==> src/rtl/seg7_display_arbiter.sv <==
// Two-requester arbiter and 4-digit scan driver for a shared common-anode seven-segment display.
// Ownership changes and word snapshots happen only at frame boundaries, so a frame never mixes two words.
module seg7_display_arbiter #(
  parameter int SCAN_DIV    = 8192,
  parameter int HOLD_FRAMES = 4
) (
  input  logic        clk,
  input  logic        reset,
  input  logic        req_a,
  input  logic [15:0] bcd_a,
  input  logic        req_b,
  input  logic [15:0] bcd_b,
  output logic        gnt_a,
  output logic        gnt_b,
  output logic        frame_start,
  output logic [3:0]  DIGIT,
  output logic [6:0]  DISPLAY
);
  localparam int CW = $clog2(SCAN_DIV);
  localparam int HW = $clog2(HOLD_FRAMES + 1);
  localparam logic [CW-1:0] CNT_MAX = CW'(SCAN_DIV - 1);
  localparam logic [HW-1:0] HC_MAX  = HW'(HOLD_FRAMES);

  typedef enum logic [1:0] {
    IDLE  = 2'd0,
    OWN_A = 2'd1,
    OWN_B = 2'd2
  } state_t;

  state_t        state_q, state_d;
  logic [CW-1:0] cnt_q, cnt_d;
  logic [1:0]    idx_q, idx_d;
  logic [HW-1:0] hc_q, hc_d;
  logic          rr_q, rr_d;
  logic [15:0]   buf_q, buf_d;
  logic          gnt_a_q, gnt_a_d;
  logic          gnt_b_q, gnt_b_d;
  logic          frame_start_q, frame_start_d;
  logic [3:0]    digit_q, digit_d;
  logic [6:0]    display_q, display_d;

  logic          tick_s;
  logic          boundary_s;
  logic          hold_done_s;
  logic [HW:0]   hc_plus_s;

  // Active-low segments; any nibble above 9 falls to the default and shows as 9.
  function automatic logic [6:0] seg_of(input logic [3:0] n);
    logic [6:0] s;
    case (n)
      4'd0:    s = 7'b0000001;
      4'd1:    s = 7'b1001111;
      4'd2:    s = 7'b0010010;
      4'd3:    s = 7'b0000110;
      4'd4:    s = 7'b1001100;
      4'd5:    s = 7'b0100100;
      4'd6:    s = 7'b0100000;
      4'd7:    s = 7'b0001111;
      4'd8:    s = 7'b0000000;
      default: s = 7'b0000100;
    endcase
    return s;
  endfunction

  function automatic logic [3:0] nibble_of(input logic [15:0] w, input logic [1:0] i);
    logic [3:0] n;
    case (i)
      2'd0:    n = w[3:0];
      2'd1:    n = w[7:4];
      2'd2:    n = w[11:8];
      default: n = w[15:12];
    endcase
    return n;
  endfunction

  function automatic logic [3:0] anode_of(input logic [1:0] i);
    logic [3:0] a;
    case (i)
      2'd0:    a = 4'b1110;
      2'd1:    a = 4'b1101;
      2'd2:    a = 4'b1011;
      default: a = 4'b0111;
    endcase
    return a;
  endfunction

  // Scan timing, frame-boundary arbitration, snapshot and pin drive.
  always_comb begin
    tick_s        = (cnt_q == CNT_MAX);
    boundary_s    = tick_s && (idx_q == 2'd3);
    hc_plus_s     = {1'b0, hc_q} + (HW+1)'(1);
    hold_done_s   = (hc_plus_s >= (HW+1)'(HOLD_FRAMES));
    cnt_d         = tick_s ? '0 : cnt_q + CW'(1);
    idx_d         = tick_s ? idx_q + 2'd1 : idx_q;
    state_d       = state_q;
    hc_d          = hc_q;
    rr_d          = rr_q;
    buf_d         = buf_q;
    digit_d       = digit_q;
    display_d     = display_q;
    frame_start_d = boundary_s;

    if (boundary_s) begin
      case (state_q)
        IDLE: begin
          if (req_a && req_b) begin
            state_d = rr_q ? OWN_A : OWN_B;
          end else if (req_a) begin
            state_d = OWN_A;
          end else if (req_b) begin
            state_d = OWN_B;
          end else begin
            state_d = IDLE;
          end
        end
        OWN_A: begin
          if (!req_a) begin
            state_d = req_b ? OWN_B : IDLE;
          end else if (req_b && hold_done_s) begin
            state_d = OWN_B;
          end else begin
            state_d = OWN_A;
          end
        end
        OWN_B: begin
          if (!req_b) begin
            state_d = req_a ? OWN_A : IDLE;
          end else if (req_a && hold_done_s) begin
            state_d = OWN_A;
          end else begin
            state_d = OWN_B;
          end
        end
        default: state_d = IDLE;
      endcase

      // rr holds the last owner (1 = B); dropping to IDLE keeps it.
      if (state_d != state_q) begin
        hc_d = '0;
        if (state_d == OWN_A) begin
          rr_d = 1'b0;
        end else if (state_d == OWN_B) begin
          rr_d = 1'b1;
        end else begin
          rr_d = rr_q;
        end
      end else if (state_q != IDLE) begin
        hc_d = (hc_q == HC_MAX) ? hc_q : hc_q + HW'(1);
      end else begin
        hc_d = '0;
      end

      case (state_d)
        OWN_A:   buf_d = bcd_a;
        OWN_B:   buf_d = bcd_b;
        default: buf_d = buf_q;
      endcase
    end else begin
      state_d = state_q;
    end

    if (tick_s) begin
      if (state_d == IDLE) begin
        digit_d   = 4'b1111;
        display_d = 7'b1111111;
      end else begin
        digit_d   = anode_of(idx_d);
        display_d = seg_of(nibble_of(buf_d, idx_d));
      end
    end else begin
      digit_d   = digit_q;
      display_d = display_q;
    end

    gnt_a_d = (state_d == OWN_A);
    gnt_b_d = (state_d == OWN_B);
  end

  // State and output registers; rr resets to B so A wins the first contested grant.
  always_ff @(posedge clk or negedge reset) begin
    if (!reset) begin
      state_q       <= IDLE;
      cnt_q         <= '0;
      idx_q         <= 2'd3;
      hc_q          <= '0;
      rr_q          <= 1'b1;
      buf_q         <= 16'h0000;
      gnt_a_q       <= 1'b0;
      gnt_b_q       <= 1'b0;
      frame_start_q <= 1'b0;
      digit_q       <= 4'b1111;
      display_q     <= 7'b1111111;
    end else begin
      state_q       <= state_d;
      cnt_q         <= cnt_d;
      idx_q         <= idx_d;
      hc_q          <= hc_d;
      rr_q          <= rr_d;
      buf_q         <= buf_d;
      gnt_a_q       <= gnt_a_d;
      gnt_b_q       <= gnt_b_d;
      frame_start_q <= frame_start_d;
      digit_q       <= digit_d;
      display_q     <= display_d;
    end
  end

  assign gnt_a       = gnt_a_q;
  assign gnt_b       = gnt_b_q;
  assign frame_start = frame_start_q;
  assign DIGIT       = digit_q;
  assign DISPLAY     = display_q;

endmodule
==> config.mk <==
export PLATFORM = sky130hd
export DESIGN_NAME = seg7_display_arbiter
export DESIGN_NICKNAME = d
export VERILOG_FILES = /design/src/rtl/seg7_display_arbiter.sv
export SDC_FILE = /design/constraint.sdc
export NUM_CORES = 1
export LEC_CHECK = 0
export CORE_MARGIN = 3
export CORE_UTILIZATION = 48
export CTS_CLUSTER_SIZE = 30
export DETAILED_ROUTE_END_ITERATION = 10
export PLACE_DENSITY = 0.77
export SETUP_SLACK_MARGIN = 0.2
export SKIP_CTS_REPAIR_TIMING = 1
export SLEW_MARGIN = 20
export SYNTH_ARGS = -nofsm -noshare
export SYNTH_HDL_FRONTEND = slang
export SYNTH_SLANG_ARGS = --single-unit
==> constraint.sdc <==
create_clock -name clk -period 4.02 [get_ports clk]
set_input_delay 0.804 -clock clk [delete_from_list [all_inputs] [get_ports clk]]
set_output_delay 0.804 -clock clk [all_outputs]
set_load 0.03 [all_outputs]
# Word level (Yosys, flattened, before mapping)
# Memories as Yosys holds them, arrays and structs flattened.
# Index checks and enable logic that the tools add are counted.
# totals
ff_bits	51
romBits	112
inputBits	36
memories	1
# memory_table
name	depth	width	read_ports	rd_ports_with_merged_regs	write_ports	line_no	source
(name not given)	16	7	1	0	0	50	case (n)
# classes
add_sub_neg	4
order_cmp	1
n_eq_ne	13
muxes	27
n_reduce_logical	11
# ops
op	n
$pmux 16 s2	1
$pmux 4 s3	2
$mux 2	11
$mux 16	1
$add 13x1->13 const B	1
$eq 13x13->1 const B	1
$mux 13	1
$mux 4	3
$eq 2x2->1 const B	5
$mux 3	3
$eq 2x1->1 const B	4
$mux 7	1
$logic_not 2->1	3
$pmux 2 s3	1
$add 3x1->4 const B	1
$ge 4x3->1 const B	1
$logic_and 1x1->1	4
$reduce_bool 2->1	2
$add 3x1->3 const B	1
$eq 3x3->1 const B	1
$mux 1	3
$ne 3x3->1 const B	1
$reduce_and 3->1	1
$add 2x1->2 const B	1
other kinds (2)	2

# Depth between registers and ports, before layout
# Gate-level depths: netlist of run 1.
# An unclocked memory read counts as a cell.
# logic_depth
depth_word	15
depth_mapped	17

# Worst setup path before layout of run 1
# No wires, ideal clock.
# synth_timing
path_kind	reg2reg
start	register hc_q[0]
end	register display_q[3] (netlist: DISPLAY[3])
setup_ns	0.080
arrival_time_ns	4.145
slack_ns	-0.205
path_stages_with_launch	17
path_buffers	0
period_less_slack_ns	4.225
cell_sequence	dfrtp_1 ha_1 and2_1 a2111oi_0 a211oi_1 or2_2 inv_1 ha_1 nand3b_1 nor4_2 mux2_2 mux4_2 inv_1 ha_1 o21ai_0 a21oi_1 o22a_1
# synth_via
elab_chain_cells	15
elab_cells_between_ends	21
# synth_lines
element	line_no	source
start, declared	33	logic [HW-1:0] hc_q, hc_d;
start signal, assigned	185	hc_q <= '0;
start signal, assigned	197	hc_q <= hc_d;
$add 3x1->4 (*)	91	hc_plus_s = {1'b0, hc_q} + (HW+1)'(1);
$ge 4x3->1 (*)	92	hold_done_s = (hc_plus_s >= (HW+1)'(HOLD_FRAMES));
$logic_and 1x1->1 (on tied branches)	128, 119	
$mux 2 (on tied branches)	128, 119	
$mux 2 (on tied branches)	126, 117	
$pmux 2 s3 (*)	104	case (state_q)
$mux 2 (*)	103	if (boundary_s) begin
$eq 2x2->1 / $eq 2x1->1 (equally long branches)	153	case (state_d)
$pmux 16 s2 (*)	153	
$mux 16 (*)	103	
named net buf_d[1]	35	logic [15:0] buf_q, buf_d;
$pmux 4 s3 (*)	67	case (i)
$mux 4 (*)	163	if (state_d == IDLE) begin
$mux 4 (*)	162	if (tick_s) begin
$mem_v2 16x7 (*)	--	
$mux 7 (*)	163	
end signal, assigned	204	display_q <= display_d;
end, declared	40	logic [6:0] display_q, display_d;
# The timed path passes the listed nets; every way through them passes the cells marked *. The select of a mux whose other input is x is not followed.
# A chain may end at the register's enable or synchronous reset.

# Worst setup path after layout of run 1
# Same ends and word-level chain as after synthesis.

==> out/metrics.csv, run 1 <==
metric,value,unit
crit_top_cell,ha_4,
seq_area_frac_synth,45.29,%
clk_latency,0.31,ns
synth_compound_gate_area_share,16.82,%
die_w,83.14,um
vdd_ir_drop_max,0.0001442,V
h-tree-depth,2,
r2r_end,DISPLAY[3]$_DFFE_PN1N_,
ff2ff_path_depth,17,
grtUsageMet2,31.92,%
num-fill-cells,418,
max_freq,263.3,MHz
worstPathRequired,4.27,ns
finalCritPeriodShare,94.47,%
slew_violations,0,
dp_cells,410,
grt_pass1_vias,2324,
drt_iter0_drc,85,
synthAdderAreaFrac,4.818,%
hp-start,cnt_q[0]$_DFF_PN0_,
syn-cell-area,0.002856,mm2
die_h,83.14,um
yosys_warnings,0,
antenna_found_initial,0,
drive_above_1_share,26.86,%
critPathBufInv,3,
synthSimpleGateAreaFrac,14.45,%
wl,6.311,mm
fin_ws,0.2224,ns
end_kind,flop,
clock_sinks,51,
pin_count,50,
place.gp.congestion,0.7899,
r2r_slack,0.22,ns
avgSynthCellArea,10.20,um2
hpwl,4.743,mm
start_util,50.63,%
drcViolationCount,0,
overflow,0,
final_cell_mix,"47 x clkdlybuf4s50_1, 37 x dfrtp_1, 28 x nor2_1, 21 x buf_4, 18 x inv_1",
dp_slack,-0.4752,ns
clk_path_buf_depth,2,
route.vias.total,2358,
relSlewSlack,44.86,%
ys_seq_elements,51,
top_usage_layer,met2,
min_to,cnt_q[0]$_DFF_PN0_,
path_cells,"ha_4, and2_4, a2111oi_4, a211oi_2, or2_4, inv_2, ha_4, nand3b_1, nor4_4, buf_6, mux2_4, mux4_2, inv_4, ha_4, o21ai_2, a21oi_2, o22a_1",
cp_max_fo,5,
cts_tree,built,
grt_max_degree,39,
fin_cells,422,
coreArea,0.005642,mm2
synth_top_family_by_area,compound AO/OA/AOI/OAI gates,
rows,27,
final_nets,396,
crit_slowest_cell,mux4_2,
routed_via_density,5.588,
crit_type,reg -> reg,
setup_viol,0,
final_common_cell,clkdlybuf4s50_1,
grt.met3_usage,4.067,%
first_pass_iters,4,
seq_area,0.001294,mm2
numCtsBuffers,5,
synth_edf_count,0,
status,finished clean,
rsz0062_at_grt,true,
fin_worst_skew,0.01080,ns
grtUsageMet1,23.75,%
synthMuxAreaShare,10.73,%
hold_viol_final,0,
cp.arrival,4.05,ns
critPathLaunchType,flop,
synthXorXnorAreaFrac,3.679,%
dieArea,0.006912,mm2
grt_pass1_wl,10.63,mm
numPortBuffers,49,
whs_path_depth,1,
routedWlPerCell,14.95,um
reg2reg_from,hc_q[0]$_DFFE_PN0P_,
min_path_type,reg -> reg,
syn_to_final_growth,35.83,%
finalCriticalPeriod,3.798,ns
cp_top_family,multiplexers,
slowest_delay,0.56,ns
track_usage,18.74,%
yosysUniqueCellTypes,51,
p_leak,1.709,nW
async_flop_share,100.0,%
clk_pin_slew,0.10,ns
multi_input_area,0.001625,mm2
worstMarginPinSlew,0.8271,ns
max_cap_violations,0,
antenna_left,0,
p_per_area,247.4,mW/mm2
syn_nets,327,
synthCells,280,
antennaDiodeCount,0,
power,0.9598,mW
tns,0,ns
synth_ff_type,dfrtp_1,
cts_root_buffer,clkbuf_8,
through the flow:
stage | area [um2] | hold WS (ns) | utilization (%)
global route | 3880 | 0.5158 | 68.77
global placement | 3647 | 0.4672 | 64.65
detailed placement | 3647 | 0.4738 | 64.65
finish | 3880 | 0.4902 | 68.77
floorplan | 2954 | 0.4479 | -
CTS | 3756 | 0.4877 | 66.58
synth_stat cells (all sizes together) (2+ instances only):
master	n	area (um2)
nand2	16	60.06
mux4	3	67.56
a22oi	8	60.06
nor2	29	108.9
clkbuf	9	33.78
inv	22	82.58
nor2b	5	31.28
mux2i	8	92.59
o22a	5	43.79
o21ai	9	45.04
a21o	2	15.01
a21oi	18	90.09
ha	11	137.6
a211oi	4	30.03
xnor2	7	61.31
mux2	13	146.4
nand3b	2	15.01
nand3	9	45.04
nor3	5	25.02
xor2	5	43.79
nand4	2	18.77
and2	2	12.51
a22o	8	70.07
a2111oi	2	17.52
or2	3	18.77
and3b	2	17.52
dfstp	14	367.9
nor4	3	40.04
dfrtp	37	925.9
sequential cells by signal, indices dropped and copies added (netlist names):
signal       count
rr_q             1
buf_q           16
DIGIT            4
cnt_q           13
hc_q             3
gnt_a            1
DISPLAY          7
gnt_b            1
state_q          2
frame_start      1
idx_q            2
metal layers:
layer  share of wire, %  vias up
met5                  0        -
met3                3.5       12
met4                2.2        0
met2                 50       51
met1                 44     1157
li1                   -     1138
kinds of logic after synthesis:
logic type / count (synthesis)
and+or+nand+nor: 81
AOI/OAI and AO/OA: 69
DFF: 51
buffers and inverters: 32
muxes: 24
xor gates and xnor gates: 12
adders and majority gates: 11
cell type report:
type                       instances  area share (%)
inverter                          22           2.193
clock buffer                       6           1.870
sequential                        51           33.34
timing repair buffer              72           17.45
clock inverter                     2          0.9352
multi-input combinational        197           41.89
tap                               72           2.322
worst register-to-register path: stages (launching register included):
cell	delay, ns
dfrtp_1	0.43
ha_4	0.20
and2_4	0.18
a2111oi_4	0.36
a211oi_2	0.07
or2_4	0.24
inv_2	0.06
ha_4	0.19
nand3b_1	0.19
nor4_4	0.16
buf_6	0.16
mux2_4	0.30
mux4_2	0.56
inv_4	0.12
ha_4	0.21
o21ai_2	0.07
a21oi_2	0.07
o22a_1	0.17
report_power, final:
part | leakage [nW] | internal, mW | switching, mW | total [mW]
Combinational | 1.02 | 0.0515 | 0.0329 | 0.0844
Sequential | 0.632 | 0.513 | 0 | 0.513
Clock | 0.0557 | 0.186 | 0.176 | 0.362
Total | 1.71 | 0.751 | 0.208 | 0.960
how the worst max path moves through the flow:
stage | start | end | cells after the start
after floorplan | hc_q[1]$_DFFE_PN0P_ | DISPLAY[3]$_DFFE_PN1N_ | 16
after global placement | req_b | DISPLAY[3]$_DFFE_PN1N_ | 17
after detailed placement | req_b | DISPLAY[3]$_DFFE_PN1N_ | 17
after global routing | hc_q[0]$_DFFE_PN0P_ | DISPLAY[3]$_DFFE_PN1N_ | 17
final | hc_q[0]$_DFFE_PN0P_ | DISPLAY[3]$_DFFE_PN1N_ | 17
after CTS | req_b | DISPLAY[3]$_DFFE_PN1N_ | 17
(Power assumes the default switching activity.)
==> inputs of run 2 (changes only) <==
Settings changed: CORE_MARGIN 3 to not set.
==> run 2 against run 1 <==
Utilization is 0.62 points higher. Hold slack worse by 0.0026 ns. Sequential cell count stayed put. Clock power is 3% higher. Total power is 1.2% higher. Die area is 9.4% lower. Sequential power hardly changed. Via count is 2.9% lower. Clock-buffer cell count is 1 lower.
==> out/metrics.csv, run 2 (synthesis results as in run 1) <==
metric,value,unit,change
reg2reg_from,hc_q[1]$_DFFE_PN0P_,,
fin_worst_skew,0.008501,ns,-0.002299 ns
hpwl,4.703,mm,-0.84%
slew_violations,0,,unchanged
r2r_end,DISPLAY[0]$_DFFE_PN1N_,,
tns,0,ns,unchanged
path_cells,"ha_4, buf_4, nor2_4, a2111oi_2, buf_4, a311oi_2, inv_1, ha_4, nand3b_1, nor4_4, buf_6, mux2_4, mux4_2, ha_4, a21oi_2, a211oi_1, o22a_1",,
cp.arrival,4.12,ns,+0.07 ns
largest_reg_flops,16,,unchanged
first_pass_iters,4,,unchanged
worstPathRequired,4.26,ns,about the same
antenna_left,0,,unchanged
routed_via_density,5.386,,-3.6%
numCtsBuffers,5,,unchanged
power,0.9709,mW,+1.2%
route.vias.total,2289,,-2.9%
rsz0062_at_grt,true,,
vdd_ir_drop_max,0.0001534,V,+6.4%
rows,27,,unchanged
crit_top_cell,ha_4,,
crit_type,reg -> reg,,
drcViolationCount,0,,unchanged
crit_slowest_cell,mux4_2,,
overflow,0,,unchanged
setup_viol,0,,unchanged
hp-start,cnt_q[0]$_DFF_PN0_,,
clock_power_share,38.4,%,+0.7 points
antennaDiodeCount,0,,unchanged
p_comb_share,8.7,%,about the same
max_cap_violations,0,,unchanged
pin_count,50,,unchanged
final_nets,399,,+0.76%
track_usage,22.75,%,+4.0 points
min_to,cnt_q[0]$_DFF_PN0_,,
min_path_type,reg -> reg,,
p_int,0.7536,mW,+0.29%
drive_above_1_share,27.76,%,+0.90 points
dp_cells,414,,+0.98%
ff2ff_path_depth,17,,unchanged
numPortBuffers,49,,unchanged
routedWlPerCell,15.43,um,+3.2%
die_h,79.14,um,-4.8%
p_leak,1.721,nW,+0.73%
pwr-share-seq,52.9,%,-0.6 points
die_w,79.14,um,-4.8%
critPathBufInv,4,,+1
clk_latency,0.31,ns,about the same
antenna_found_initial,0,,unchanged
final_cell_mix,"47 x clkdlybuf4s50_1, 35 x dfrtp_1, 28 x nor2_1, 25 x buf_4, 19 x inv_1",,
switching_share,22.38,%,+0.67 points
p_per_area,249.5,mW/mm2,+0.86%
drt_iter0_drc,107,,+26%
cts_tree,built,,
h-tree-depth,2,,unchanged
dieArea,0.006263,mm2,-9.4%
clk_pin_slew,0.10,ns,about the same
slowest_delay,0.58,ns,+0.02 ns
num-fill-cells,442,,+5.7%
status,finished clean,,
place.gp.congestion,0.7856,,-0.54%
max_freq,257.4,MHz,-2.2%
syn_to_final_growth,36.22,%,
clock_sinks,51,,unchanged
seq_area,0.001296,mm2,+0.19%
r2r_slack,0.14,ns,-0.09 ns
start_util,50.94,%,+0.31 points
relSlewSlack,40.38,%,-4.5 points
p_switching,0.2173,mW,+4.3%
clk_path_buf_depth,2,,unchanged
fin_cells,425,,+0.71%
hold_viol_final,0,,unchanged
end_kind,flop,,
cp_top_family,multiplexers,,
critPathLaunchType,flop,,
whs_path_depth,1,,unchanged
coreArea,0.005608,mm2,-0.60%
grt_pass1_vias,2440,,+5.0%
worstMarginPinSlew,0.8942,ns,+0.06717 ns
wl,6.557,mm,+3.9%
multi_input_area,0.001617,mm2,-0.54%
cts_root_buffer,clkbuf_8,,
regMostFlops,buf_q,,
finalCritPeriodShare,96.64,%,+2.2 points
cp_max_fo,7,,+2
finalCriticalPeriod,3.885,ns,+0.08714 ns
final_common_cell,clkdlybuf4s50_1,,
grt_max_degree,42,,+7.7%
grt_pass1_wl,11.17,mm,+5.1%
==> run 2: cell type report <==
cell class	count	area share (%)
inverters	22	2.186
multi-input cells	197	41.54
clock buffers	5	1.768
well taps	72	2.315
clock inverters	3	1.222
repair buffers	75	17.65
flip-flops and latches	51	33.31
==> run 2: power by group through the flow <==
stage | combinational, mW | sequential (mW) | clock, mW
finish | 0.0844 | 0.513 | 0.373
global route | 0.0938 | 0.514 | 0.400
CTS | 0.0847 | 0.513 | 0.383
detailed placement | 0.0842 | 0.523 | 0
global placement | 0.0825 | 0.523 | 0
floorplan | 0.0246 | 0.523 | 0
==> run 2: worst register-to-register path: stages (launching register included) <==
cell,delay [ns]
dfrtp_2,0.46
ha_4,0.18
buf_4,0.14
nor2_4,0.17
a2111oi_2,0.08
buf_4,0.14
a311oi_2,0.24
inv_1,0.13
ha_4,0.25
nand3b_1,0.19
nor4_4,0.16
buf_6,0.18
mux2_4,0.31
mux4_2,0.58
ha_4,0.20
a21oi_2,0.15
a211oi_1,0.08
o22a_1,0.18
==> run 2: worst max path at each step <==
stage,startpoint,depth (start not counted),slack (ns),end
floorplan,hc_q[1]$_DFFE_PN0P_,16,0.09,DISPLAY[3]$_DFFE_PN1N_
global placement,req_b,17,-0.35,DISPLAY[3]$_DFFE_PN1N_
detailed placement,req_b,17,-0.43,DISPLAY[3]$_DFFE_PN1N_
CTS,req_b,16,-0.13,DISPLAY[0]$_DFFE_PN1N_
global route,hc_q[0]$_DFFE_PN0P_,18,-0.01,DISPLAY[3]$_DFFE_PN1N_
finish,hc_q[1]$_DFFE_PN0P_,17,0.14,DISPLAY[0]$_DFFE_PN1N_
==> run 2: per-layer routing <==
| metal | global-route usage, % | routed length [um] | vias to the layer above |
|---|---|---|---|
| li1 | - | - | 1138 |
| met1 | 28.59 | 2902 | 1100 |
| met2 | 40.43 | 3397 | 47 |
| met3 | 3.678 | 223 | 4 |
| met4 | 5.818 | 33 | 0 |
| met5 | 0 | 0 | - |
==> run 2: per-stage QoR <==
step / area (um2) / util (%) / setup WS [ns] / hold WS, ns
6_report: 3891 / 69.39 / 0.1352 / 0.4875
5_1_grt: 3891 / 69.39 / -0.01249 / 0.5172
4_1_cts: 3781 / 67.43 / -0.1291 / 0.4896
3_5_place_dp: 3665 / 65.35 / -0.4276 / 0.4752
3_3_place_gp: 3665 / 65.35 / -0.3489 / 0.4648
2_1_floorplan: 2954 / - / 0.08530 / 0.4479
